`src/rtl/i2s_dsp_rx_deser.sv`:
```
// DSP-mode (frame-sync pulse) serial-to-parallel receiver feeding the I2S RX FIFO.
// Optional feature macro: I2S_DSP_RX_SIGN_EXT_EN (adds cfg_sign_ext_i, MSB replication above word length).
module i2s_dsp_rx_deser #(
  parameter int DATA_W = 32,
  parameter int IDX_W  = 4
) (
  input  logic              sck_i,
  input  logic              rstn_i,
  input  logic              cfg_en_i,
  input  logic [4:0]        cfg_num_bits_i,
  input  logic [IDX_W-1:0]  cfg_num_words_i,
  input  logic              cfg_data_delay_i,
  input  logic              cfg_lsb_first_i,
`ifdef I2S_DSP_RX_SIGN_EXT_EN
  input  logic              cfg_sign_ext_i,
`endif
  input  logic              ws_i,
  input  logic              sd_i,
  output logic [DATA_W-1:0] data_o,
  output logic              data_valid_o,
  input  logic              data_ready_i,
  output logic [IDX_W-1:0]  word_idx_o,
  output logic              ovf_o,
  output logic              frame_err_o
);

  typedef enum logic [1:0] {S_IDLE, S_SYNC, S_DELAY, S_SHIFT} state_t;

  state_t            r_state, w_state_nxt;
  logic [4:0]        r_bit_cnt, r_nbits, w_nb, w_bcnt;
  logic [IDX_W-1:0]  r_word_cnt, r_nwords, w_nw, w_wcnt, r_idx;
  logic              r_lsb_first, w_lsb;
  logic [DATA_W-1:0] r_shreg, w_base, w_shifted, w_word, r_data;
  logic              r_valid, r_ovf, r_ferr;
  logic              w_in_frame, w_last_bit, w_legal_ws, w_restart;
  logic              w_sample, w_done, w_frame_end, w_pop;
`ifdef I2S_DSP_RX_SIGN_EXT_EN
  logic [DATA_W-1:0] w_hi_mask;
`endif

  always_comb begin
    w_in_frame = (r_state == S_DELAY) || (r_state == S_SHIFT);
    w_last_bit = w_in_frame && (r_bit_cnt == r_nbits) && (r_word_cnt == r_nwords);
    w_legal_ws = cfg_en_i && ws_i && w_last_bit;
    w_restart  = cfg_en_i && ws_i && !w_last_bit && (w_in_frame || (r_state == S_SYNC));

    w_sample = 1'b0;
    w_nb     = r_nbits;
    w_nw     = r_nwords;
    w_lsb    = r_lsb_first;
    w_bcnt   = r_bit_cnt;
    w_wcnt   = r_word_cnt;
    w_base   = r_shreg;
    // A restart behaves like a fresh frame: new config, empty word, bit 0 now unless delayed
    if (w_restart) begin
      w_nb     = cfg_num_bits_i;
      w_nw     = cfg_num_words_i;
      w_lsb    = cfg_lsb_first_i;
      w_bcnt   = '0;
      w_wcnt   = '0;
      w_base   = '0;
      w_sample = !cfg_data_delay_i;
    end else if (cfg_en_i && w_in_frame) begin
      w_sample = 1'b1;
    end

    if (w_lsb)
      w_shifted = w_base | ({{(DATA_W-1){1'b0}}, sd_i} << w_bcnt);
    else
      w_shifted = {w_base[DATA_W-2:0], sd_i};

    w_word = w_shifted;
`ifdef I2S_DSP_RX_SIGN_EXT_EN
    w_hi_mask = ({DATA_W{1'b1}} << w_nb) << 1;
    if (cfg_sign_ext_i && w_shifted[w_nb])
      w_word = w_shifted | w_hi_mask;
`endif

    w_done      = w_sample && (w_bcnt == w_nb);
    w_frame_end = w_done && (w_wcnt == w_nw);
    w_pop       = r_valid && data_ready_i;
  end

  always_comb begin
    w_state_nxt = r_state;
    if (!cfg_en_i)
      w_state_nxt = S_IDLE;
    else if (r_state == S_IDLE)
      w_state_nxt = S_SYNC;
    else if (w_legal_ws)
      w_state_nxt = cfg_data_delay_i ? S_DELAY : S_SHIFT;
    else if (w_frame_end)
      w_state_nxt = S_SYNC;
    else if (w_restart)
      w_state_nxt = cfg_data_delay_i ? S_DELAY : S_SHIFT;
    else if (r_state == S_DELAY)
      w_state_nxt = S_SHIFT;
  end

  always_ff @(posedge sck_i or negedge rstn_i) begin
    if (!rstn_i) r_state <= S_IDLE;
    else         r_state <= w_state_nxt;
  end

  always_ff @(posedge sck_i or negedge rstn_i) begin
    if (!rstn_i) begin
      r_bit_cnt   <= '0;
      r_word_cnt  <= '0;
      r_shreg     <= '0;
      r_nbits     <= '0;
      r_nwords    <= '0;
      r_lsb_first <= 1'b0;
      r_data      <= '0;
      r_valid     <= 1'b0;
      r_idx       <= '0;
      r_ovf       <= 1'b0;
      r_ferr      <= 1'b0;
    end else begin
      if (!cfg_en_i) begin
        r_bit_cnt  <= '0;
        r_word_cnt <= '0;
        r_shreg    <= '0;
        r_ovf      <= 1'b0;
        r_ferr     <= 1'b0;
      end else begin
        if (w_restart || w_legal_ws) begin
          r_nbits     <= cfg_num_bits_i;
          r_nwords    <= cfg_num_words_i;
          r_lsb_first <= cfg_lsb_first_i;
        end
        if (w_restart && (r_state != S_SYNC))
          r_ferr <= 1'b1;
        if (w_legal_ws || (w_restart && cfg_data_delay_i)) begin
          r_bit_cnt  <= '0;
          r_word_cnt <= '0;
          r_shreg    <= '0;
        end else if (w_sample) begin
          if (w_done) begin
            r_bit_cnt  <= '0;
            r_word_cnt <= w_frame_end ? '0 : IDX_W'(w_wcnt + 1'b1);
            r_shreg    <= '0;
          end else begin
            r_bit_cnt  <= 5'(w_bcnt + 5'd1);
            r_word_cnt <= w_wcnt;
            r_shreg    <= w_shifted;
          end
        end
        if (w_done && r_valid && !data_ready_i)
          r_ovf <= 1'b1;
      end

      // Output register: a pop and a new word on the same edge keeps valid high
      if (w_done && (!r_valid || data_ready_i)) begin
        r_data  <= w_word;
        r_valid <= 1'b1;
        r_idx   <= w_wcnt;
      end else if (w_pop) begin
        r_valid <= 1'b0;
      end
    end
  end

  assign data_o       = r_data;
  assign data_valid_o = r_valid;
  assign word_idx_o   = r_idx;
  assign ovf_o        = r_ovf;
  assign frame_err_o  = r_ferr;

endmodule

```
`config.mk`:
```
export PLATFORM = sky130hd
export DESIGN_NAME = i2s_dsp_rx_deser
export DESIGN_NICKNAME = d
export VERILOG_FILES = /design/src/rtl/i2s_dsp_rx_deser.sv
export SDC_FILE = /design/constraint.sdc
export NUM_CORES = 1
export LEC_CHECK = 0
export CAP_MARGIN = 25
export CELL_PAD_IN_SITES_DETAIL_PLACEMENT = 0
export CELL_PAD_IN_SITES_GLOBAL_PLACEMENT = 1
export CORE_ASPECT_RATIO = 1.4
export CORE_MARGIN = 5
export CORE_UTILIZATION = 44
export CTS_CLUSTER_DIAMETER = 40
export DETAILED_ROUTE_END_ITERATION = 10
export PLACE_DENSITY_LB_ADDON = 0.2
export SLEW_MARGIN = 10
export SYNTH_ARGS = -nofsm -noshare
export SYNTH_HDL_FRONTEND = slang
export SYNTH_SLANG_ARGS = --single-unit
```
`constraint.sdc`:
```
create_clock -name sck_i -period 3.06 [get_ports sck_i]
set_input_delay 0.612 -clock sck_i [delete_from_list [all_inputs] [get_ports sck_i]]
set_output_delay 0.612 -clock sck_i [all_outputs]
set_load 0.05 [all_outputs]
```
# Word-level counts from Yosys, hierarchy flattened
# Index checks and enable logic that the tools add are counted.
dict set report word_totals {
  elab_cells 90
  register_bits 92
  output_inout_bits 39
}
dict set report op_classes {
  n_bitwise 1
  add_sub_neg 2
  muxes 35
  n_shift 1
  n_reduce_logical 27
  n_eq_ne 12
}
# op n
set ops {}
lappend ops {{$mux 32} 6}
lappend ops {{$or 32x32->32} 1}
lappend ops {{$shl 1x5->32} 1}
lappend ops {{$mux 5} 6}
lappend ops {{$mux 4} 7}
lappend ops {{$logic_and 1x1->1} 15}
lappend ops {{$mux 2} 6}
lappend ops {{$eq 5x5->1} 2}
lappend ops {{$mux 1} 10}
lappend ops {{$eq 4x4->1} 2}
lappend ops {{$ne 2x1->1 const B} 3}
lappend ops {{$ne 6x1->1 const B} 1}
lappend ops {{$add 5x1->5 const B} 1}
lappend ops {{$logic_or 1x1->1} 5}
lappend ops {{$add 4x1->4 const B} 1}
lappend ops {{$eq 2x2->1 const B} 2}
lappend ops {{$logic_not 1->1} 4}
lappend ops {{$ne 3x1->1 const B} 1}
lappend ops {{$eq 2x1->1 const B} 1}
lappend ops {{$logic_not 2->1} 1}
lappend ops {{$reduce_and 2->1} 1}
lappend ops {{$reduce_bool 2->1} 1}

# Logic depth before layout (Yosys ltp)
# Gate-level depths: netlist of the first run.
dict set report depth {
  ltp_word 16
  depth_mapped 10
  depth_no_buf 8
}

# Worst setup path after synthesis of the first run
# Ideal clock, no wire load.
dict set report synth_timing {
  kind {input -> register}
  from {in cfg_en_i}
  to {reg r_data[30] (netlist: data_o[30])}
  stages 9
  required_time_ns 2.932
  slack_ns 0.755
  t_arrival_ns 2.178
  setup_ns 0.128
  n_path_buf 4
  path_cell_list {buf_2 > o211a_1 > clkbuf_1 > nand3_1 > o31ai_2 > nand3_1 > buf_2 > buf_4 > mux2_1}
}
dict set report synth_between {
  elab_chain_len 7
  elab_cells_between_ends 16
}
# item line_no
set synth_lines {}
lappend synth_lines {{start, declared} 9} ;# input logic cfg_en_i,
lappend synth_lines {{$logic_and 1x1->1 (3 in series)} 45} ;# w_restart = cfg_en_i && ws_i && !w_last_bit && (w_in_frame || (r_state == S_SYNC));
lappend synth_lines {{$mux 5} 55} ;# if (w_restart) begin
lappend synth_lines {{$eq 5x5->1 or $shl 1x5->32 (tied branches)} {79, 68}}
lappend synth_lines {{$logic_and 1x1->1 or $or 32x32->32 (tied branches)} {79, 68}}
lappend synth_lines {{$logic_and 1x1->1 or $mux 32 (tied branches)} {153, 67}}
lappend synth_lines {{end signal, assigned} 154} ;# r_data <= w_word;
lappend synth_lines {{end, declared} 33} ;# logic [DATA_W-1:0] r_shreg, w_base, w_shifted, w_word, r_data;
# Several ways; a longest one is shown, not always the timed one.
# A chain may end at the register's enable or synchronous reset.

# Worst setup path after layout of the first run
dict set report layout_timing {
  from {in ws_i}
  to {reg r_data[24] (netlist: data_o[24])}
}
dict set report layout_between {
  elab_chain_len 7
  elab_cells_between_ends 14
}
# item line_no
set layout_lines {}
lappend layout_lines {{start, declared} 17} ;# input logic ws_i,
lappend layout_lines {{$logic_and 1x1->1 * (3 in series)} 45}
lappend layout_lines {{$mux 5} 55}
lappend layout_lines {{$eq 5x5->1 or $shl 1x5->32 (tied branches)} {79, 68}}
lappend layout_lines {{$logic_and 1x1->1 or $or 32x32->32 (tied branches)} {79, 68}}
lappend layout_lines {{$logic_and 1x1->1 or $mux 32 (tied branches)} {153, 67}}
# Every way passes the cells marked *; elsewhere a longest branch is shown, timed or not.

==> results of run 1 <==
## metrics by stage
| stage | worst slack [ns] | util [%] | total power (µW) |
|---|---|---|---|
| after floorplan | 0.755 | - | 2970 |
| after global placement | 0.209 | 51.9 | 3610 |
| after detailed placement | 0.173 | 51.9 | 3630 |
| after CTS | 0.377 | 54.4 | 4650 |
| after global routing | 0.323 | 54.4 | 4840 |
| final | 0.510 | 54.4 | 4600 |
## placed cells by master, fill, tap and decap left out, types with 3 or more instances in the layout
cell type,count
a211oi_2,30
a21oi_1,6
a22o_1,35
buf_12,6
buf_4,7
clkbuf_16,9
clkdlybuf4s50_1,54
dfrtp_1,91
inv_1,4
mux2_1,32
nand2_1,49
nand2b_1,3
nand3_1,9
nand4_1,5
nor2_1,104
nor2b_1,3
o21ai_0,8
o31ai_1,3
xnor2_1,6
xnor2_2,3
## cell families after synthesis
kind of cell	share of synthesized area, %
XOR/XNOR	2.33
AO/OA/AOI/OAI	19.4
AND/OR/NAND/NOR	16.8
flip-flops	48.8
adder cells (fa/ha/maj)	0.265
multiplexers	7.88
buffers and inverters	4.48
## worst max-delay path, stage by stage
cell and delay (ns):
clkdlybuf4s50_1 0.48, buf_4 0.16, o211a_1 0.30, nand3_1 0.12, o31ai_2 0.18, nand3_2 0.31
buf_12 0.27, mux2_1 0.33
## path summary, 6_finish.rpt
| path | start | end | slack (ns) |
|---|---|---|---|
| max | ws_i | data_o[24]$_DFFE_PN0P_ | 0.51 |
| min | rstn_i | r_nwords[3]$_DFFE_PN0P_ | 0.29 |
| max reg2reg | r_bit_cnt[2]$_DFFE_PN0P_ | data_o[24]$_DFFE_PN0P_ | 0.53 |
| min reg2reg | data_o[9]$_DFFE_PN0P_ | data_o[9]$_DFFE_PN0P_ | 0.49 |
| max in group asynchronous | rstn_i | r_bit_cnt[0]$_DFFE_PN0P_ | 2.10 |
| min in group sck_i | data_o[9]$_DFFE_PN0P_ | data_o[9]$_DFFE_PN0P_ | 0.49 |
## cell type report
type	instances	area share (%)
clock inverters	2	0.220
repair buffers	68	12.6
multi-input cells	332	39.1
well taps	138	3.03
inverters	4	0.264
clock buffers	12	4.33
flip-flops and latches	92	40.5
## cells in the mapped netlist (4+ instances only)
| library cell | count |
|---|---|
| xnor2_1 | 6 |
| o21ai_0 | 8 |
| inv_1 | 4 |
| dfrtp_1 | 92 |
| a211oi_2 | 30 |
| clkbuf_1 | 20 |
| a22o_1 | 35 |
| buf_2 | 7 |
| a21oi_1 | 6 |
| nand3_1 | 10 |
| buf_6 | 6 |
| nand4_1 | 5 |
| nand2_1 | 49 |
| nor2_1 | 104 |
| mux2_1 | 32 |
## per-layer routing
layer  vias to the layer above  track usage (%)  share of wire [%]
met4                         0             5.93                1.7
met3                        14             3.58                3.4
met5                         -                0                  0
met1                      1833             22.7                 44
li1                       1711                -                  -
met2                        70             31.6                 51
## where the power goes
group	switching (µW)	internal [µW]
logic	1210	687
clock network	446	563
registers	200	1490
## flip-flops by register name (all words and copies together), names as in the netlist
name / count
ovf_o: 1
r_shreg: 32
frame_err_o: 1
r_nbits: 5
r_word_cnt: 4
r_state: 2
r_bit_cnt: 5
word_idx_o: 4
data_o: 32
r_lsb_first: 1
r_nwords: 4
data_valid_o: 1
==> key figures, run 1 <==
Pwr
  – PD cells: 808 nW/µm²
  – VDD IR-drop max: 0.000535 V
  – Leakage: 0.00242 µW

Timing
  – Period minus WS final: 2.55 ns
  – Final Hold Slack: between 0.2 and 0.3 ns
  – Max-slew headroom: a little under three fifths
  – Final Max Tran Viols: 0
  – Final Hold Viols: 0
  – Clock Skews: 0.00388 ns
  – Setup TNS: 0 ns
  – RSZ-0062 raised after global routing: false
  – Max frequency: 392 MHz
  – Period utilization: roughly 83%
  – Worst slew pin tran: 0.649 ns
  – Final setup fails: 0

Setup path
  – Reg2reg path depth: 6
  – CP Capture Type: flip-flop
  – Crit Path Class: in -> reg
  – CP Launch Type: input pin
  – Critical path required time: 3.28 ns
  – Critical Path AT: between 2 and 3 ns
  – Crit Path Max Fanout: 33

Drt
  – Vias per Instance: ~5.6
  – First drt pass iteration count: 4
  – Final ANT Viol Nets: 0
  – Initial DRC Count: approximately 190
  – Via count: 3628
  – Total wire length: 11.2 mm
  – # DRC: 0
  – Mean routed wirelength per cell: 17.3 µm

Synthesis
  – Area contributors post-synth: dfrtp_1, nor2_1, a211oi_2, mux2_1, a22o_1
  – Sequential-to-total area share from yosys stat: 48.8%
  – Cell variety after synth: 46
  – Synth Net Count: 482
  – Mapped Cells: roughly 460
  – Share of the synthesized area in the top cell type: 48.8%
  – Yosys top cell by area: dfrtp_1
  – Synth async-reset ratio: 100%
  – Dominant synthesized flop cell: dfrtp_1
  – Cell Area, Synth: 4720 µm²
  – Post-synthesis register bit count: 92
  – Yosys warns: 0
  – Syn_area_per_cell: 10.2 µm²
  – EDFF count, synth: 0

Floorplan
  – Initial core utilization: 45.1%
  – Chip Height: 133 µm
  – Number of top-level pins: 56
  – Die area: between 10000 and 15000 µm²
  – Core Box Area: 10500 µm²
  – Die width: 97.5 µm
  – Row Count: 44

Global route
  – Global Route Usage Sum: 18.2%
  – GRT overflow: 0
  – Global-route wire length before repair: 19.2 mm
  – Antenna violations before repair: 0
  – Largest net degree at the start of global routing: 48
  – Vias in the first global route: 3770

Clock tree
  – Clk slew on worst S/H paths: 0.06 ns
  – CTS buffer count: 9
  – CTS sink count: 92
  – Postcts setup bufs: 0
  – CTS tree: built
  – H-tree depth: 3
  – CTS root buf: clkbuf_16
  – Clock buffer depth: 2
  – Post_cts resized: 0
  – Skew-Pair Late Insertion Delay: 0.34 ns
  – Hold-fix buffers, CTS: 0

Placed design
  – Gpl congestion: 0.826
  – Dpl hpwl: 7.58 mm
  – Dpl cells: 633
  – Placed cell area: ~5400 µm²
  – Buffers added on ports: 55

Cells and area
  – Fillers: 964
  – Antenna diodes: 0
  – Final Non-Filler Cells: roughly 650
  – Net count, final: approximately 530
  – Share of post-route cells with drive strength above 1: 13.3%
  – Register area: 2300 µm²
  – Layout area overhead: 20.7%
  – Multi-input gate area: about 2200 µm²
  – Design area: 5690 µm²

Flow run
  – Max-Cap Viols: 0

Worst hold path
  – Worst min path class: in -> async

Status
  – Status: complete, no violations
(Power assumes the default switching activity.)
==> run 2, diff against run 1 <==
--- a/config.mk
+++ b/config.mk
@@ -10,7 +10,7 @@
 export CELL_PAD_IN_SITES_GLOBAL_PLACEMENT = 1
 export CORE_ASPECT_RATIO = 1.4
 export CORE_MARGIN = 5
-export CORE_UTILIZATION = 44
+export CORE_UTILIZATION = 40
 export CTS_CLUSTER_DIAMETER = 40
 export DETAILED_ROUTE_END_ITERATION = 10
 export PLACE_DENSITY_LB_ADDON = 0.2
==> constraint.sdc (replaced) <==
create_clock -name sck_i -period 2.1 [get_ports sck_i]
set_input_delay 0.42 -clock sck_i [delete_from_list [all_inputs] [get_ports sck_i]]
set_output_delay 0.42 -clock sck_i [all_outputs]
set_load 0.05 [all_outputs]
==> key figures, run 2 (synthesis gave the netlist of run 1 again) <==
Timing
  – Final Hold Viols: 0 (unchanged)
  – Clock Skews: 0.00710 ns (+0.00322 ns)
  – Max frequency: roughly 490 MHz
  – Period utilization: around 97%
  – Final Max Tran Viols: 0 (unchanged)
  – Max-slew headroom: 61.1% (+4.7 points)
  – Setup TNS: 0 ns (unchanged)
  – Period minus WS final: 2.04 ns
  – Final setup fails: 0 (unchanged)
  – Worst slew pin tran: 0.579 ns (-0.0693 ns)

Pwr
  – VDD IR-drop max: 0.000725 V (+35%)
  – Logic pwr share: 39.9% (-1.4 points)
  – Leakage: 0.00275 µW (+14%)
  – NetSw: 2760 µW (+49%)
  – Pwr Total: 7380 µW (+60%)
  – Switching Fraction: 37.5% (-2.9 points)
  – PD cells: 1160 nW/µm² (+44%)
  – Clock share of power: 27.0% (+5.1 points)
  – Power Internal: 4610 µW (+68%)
  – Sequential fraction of design power: 33.1% (-3.7 points)

Floorplan
  – Die area: 14100 µm² (+9.1%)
  – Die width: 102 µm (+4.4%)
  – Chip Height: 138 µm (+4.5%)
  – Initial core utilization: 40.3% (-4.8 points)
  – Row Count: 47 (+6.8%)
  – Number of top-level pins: 56 (unchanged)
  – Core Box Area: 11700 µm² (+12%)

Cells and area
  – Share of post-route cells with drive strength above 1: 23.4% (+10 points)
  – Antenna diodes: 0 (unchanged)
  – Final Non-Filler Cells: 708 (+9.3%)
  – Commonest non-fill, non-tap cells in the layout: nor2_1, dfrtp_1, clkdlybuf4s50_1
  – Net count, final: 574 (+9.3%)
  – Most common cell after layout, fill and taps aside: nor2_1
  – Layout area overhead: 34.7%

Setup path
  – Crit Path Class: reg -> reg
  – Worst-path cell chain: xnor2_2 -> nand4_1 -> buf_4 -> o31ai_4 -> and2_4 -> ha_4 -> nand3_2 -> o2111ai_2 -> nand3_1
  – Critical path required time: 2.32 ns (-0.96 ns)
  – Crit Path Max Fanout: 4 (-88%)
  – Critical Path AT: 2.26 ns (-0.51 ns)
  – Worst path slowest cell: dfrtp_1
  – CP Capture Type: flip-flop
  – CP Launch Type: flip-flop
  – Slowest cell delay on critical path: 0.43 ns (-0.05 ns)

Clock tree
  – CTS root buf: clkbuf_16
  – CTS sink count: 92 (unchanged)
  – H-tree depth: 3 (unchanged)
  – CTS buffer count: 9 (unchanged)
  – Clock buffer depth: 2 (unchanged)
  – CTS tree: built
  – Skew-Pair Late Insertion Delay: 0.34 ns (about the same)
  – Clk slew on worst S/H paths: 0.06 ns (about the same)

Global route
  – Global Route Usage Sum: 17.3% (-0.92 points)
  – GRT overflow: 0 (unchanged)
  – Largest net degree at the start of global routing: 93 (+94%)
  – Antenna violations before repair: 0 (unchanged)
  – Global-route wire length before repair: 19.5 mm (+1.8%)
  – Vias in the first global route: 3865 (+2.5%)

Drt
  – Vias per Instance: 5.23 (-6.6%)
  – Via count: 3701 (+2.0%)
  – Mean routed wirelength per cell: 16.3 µm (-5.9%)
  – Final ANT Viol Nets: 0 (unchanged)
  – # DRC: 0 (unchanged)
  – Total wire length: 11.5 mm (+2.8%)
  – First drt pass iteration count: 4 (unchanged)
  – Initial DRC Count: 186 (-0.53%)

Worst hold path
  – Worst min path class: in -> async

Status
  – Status: complete, no violations

Flow run
  – Max-Cap Viols: 0 (unchanged)

Placed design
  – Dpl cells: 690 (+9.0%)
  – Dpl hpwl: 7.85 mm (+3.5%)
  – Gpl congestion: 0.862 (+4.4%)
  – Buffers added on ports: 55 (unchanged)
run 2: changes by cell type in the layout (fill, tap and decap cells not counted), moves of 2 or more:
cell	change
bufinv_16	+4
and2_4	+2
xnor2_1	-4
xnor2_2	+4
a211oi_2	-3
dfrtp_1	-2
buf_4	+45
and2_1	-2
buf_12	+5
o31ai_4	+2
dfrtp_2	+2
a211oi_4	+3
run 2: metrics by stage:
step / hold slack [ns] / util, % / cell area (µm²) / worst slack, ns
3_5_place_dp: 0.476 / 50.1 / 5870 / -0.315
5_1_grt: 0.171 / 54.3 / 6350 / -0.0280
3_3_place_gp: 0.475 / 50.1 / 5870 / -0.308
4_1_cts: 0.143 / 53.3 / 6240 / 0.0219
2_1_floorplan: 0.124 / - / 4730 / 0.00158
6_report: 0.0922 / 54.3 / 6350 / 0.0618
run 2: worst paths after layout:
path | start | endpoint | slack (ns) | cells past startpoint
worst min-delay path | rstn_i | r_state[1]$_DFFE_PN0P_ | 0.09 | 2
min in group sck_i | data_o[12]$_DFFE_PN0P_ | data_o[12]$_DFFE_PN0P_ | 0.49 | 1
max in group asynchronous | rstn_i | r_word_cnt[0]$_DFFE_PN0P_ | 1.55 | 2
worst max-delay path | r_word_cnt[3]$_DFFE_PN0P_ | r_word_cnt[2]$_DFFE_PN0P_ | 0.06 | 9
worst min register to register | data_o[12]$_DFFE_PN0P_ | data_o[12]$_DFFE_PN0P_ | 0.49 | 1
worst max register to register | r_word_cnt[3]$_DFFE_PN0P_ | r_word_cnt[2]$_DFFE_PN0P_ | 0.06 | 9
run 2: timing repair:
item,CTS,global route
buffers inserted,0,2
pin swaps,0,6
resized for setup,1,15
hold buffers,0,0
endpoints found under the setup margin,1,56
run 2: layout make-up:
class	instances	area (µm²)
Clock buffer	12	246
Multi-Input combinational cell	332	2330
Inverter	4	15.0
Fill cell	1047	5350
Clock inverter	4	120
Tap cell	147	184
Sequential cell	92	2310
Timing Repair Buffer	117	1150
run 2: power by group through the flow:
| stage | Sequential [µW] | Clock [µW] | Combinational [µW] |
|---|---|---|---|
| 6_report | 2440 | 1990 | 2940 |
| 5_1_grt | 2510 | 2080 | 3120 |
| 4_1_cts | 2440 | 2030 | 2930 |
| 3_5_place_dp | 2470 | 0 | 2920 |
| 3_3_place_gp | 2460 | 0 | 2890 |
| 2_1_floorplan | 3540 | 0 | 793 |
run 2: critical path: cells and delay by family, from the launching register on:
family,cells,cell delay [ns]
and+or+nand+nor,4,0.56
adders and majority gates,1,0.14
DFF,1,0.43
buffers and inverters,1,0.19
AOI/OAI and AO/OA,2,0.39
xor gates and xnor gates,1,0.20
run 2: metal layers:
layer,wire length [µm],global-route usage (%),part of all wire (%)
met1,5030,22.6,44
met2,5860,28.0,51
met3,338,2.22,2.9
met4,286,8.26,2.5
met5,0,0,0
==> run 3, diff against run 2 <==
--- a/config.mk
+++ b/config.mk
@@ -13,6 +13,7 @@
 export CORE_UTILIZATION = 40
 export CTS_CLUSTER_DIAMETER = 40
 export DETAILED_ROUTE_END_ITERATION = 10
+export HOLD_SLACK_MARGIN = 0.03
 export PLACE_DENSITY_LB_ADDON = 0.2
 export SLEW_MARGIN = 10
 export SYNTH_ARGS = -nofsm -noshare
==> results of run 3 <==
No change in the layout: final DEF, timing and power equal those of run 2.
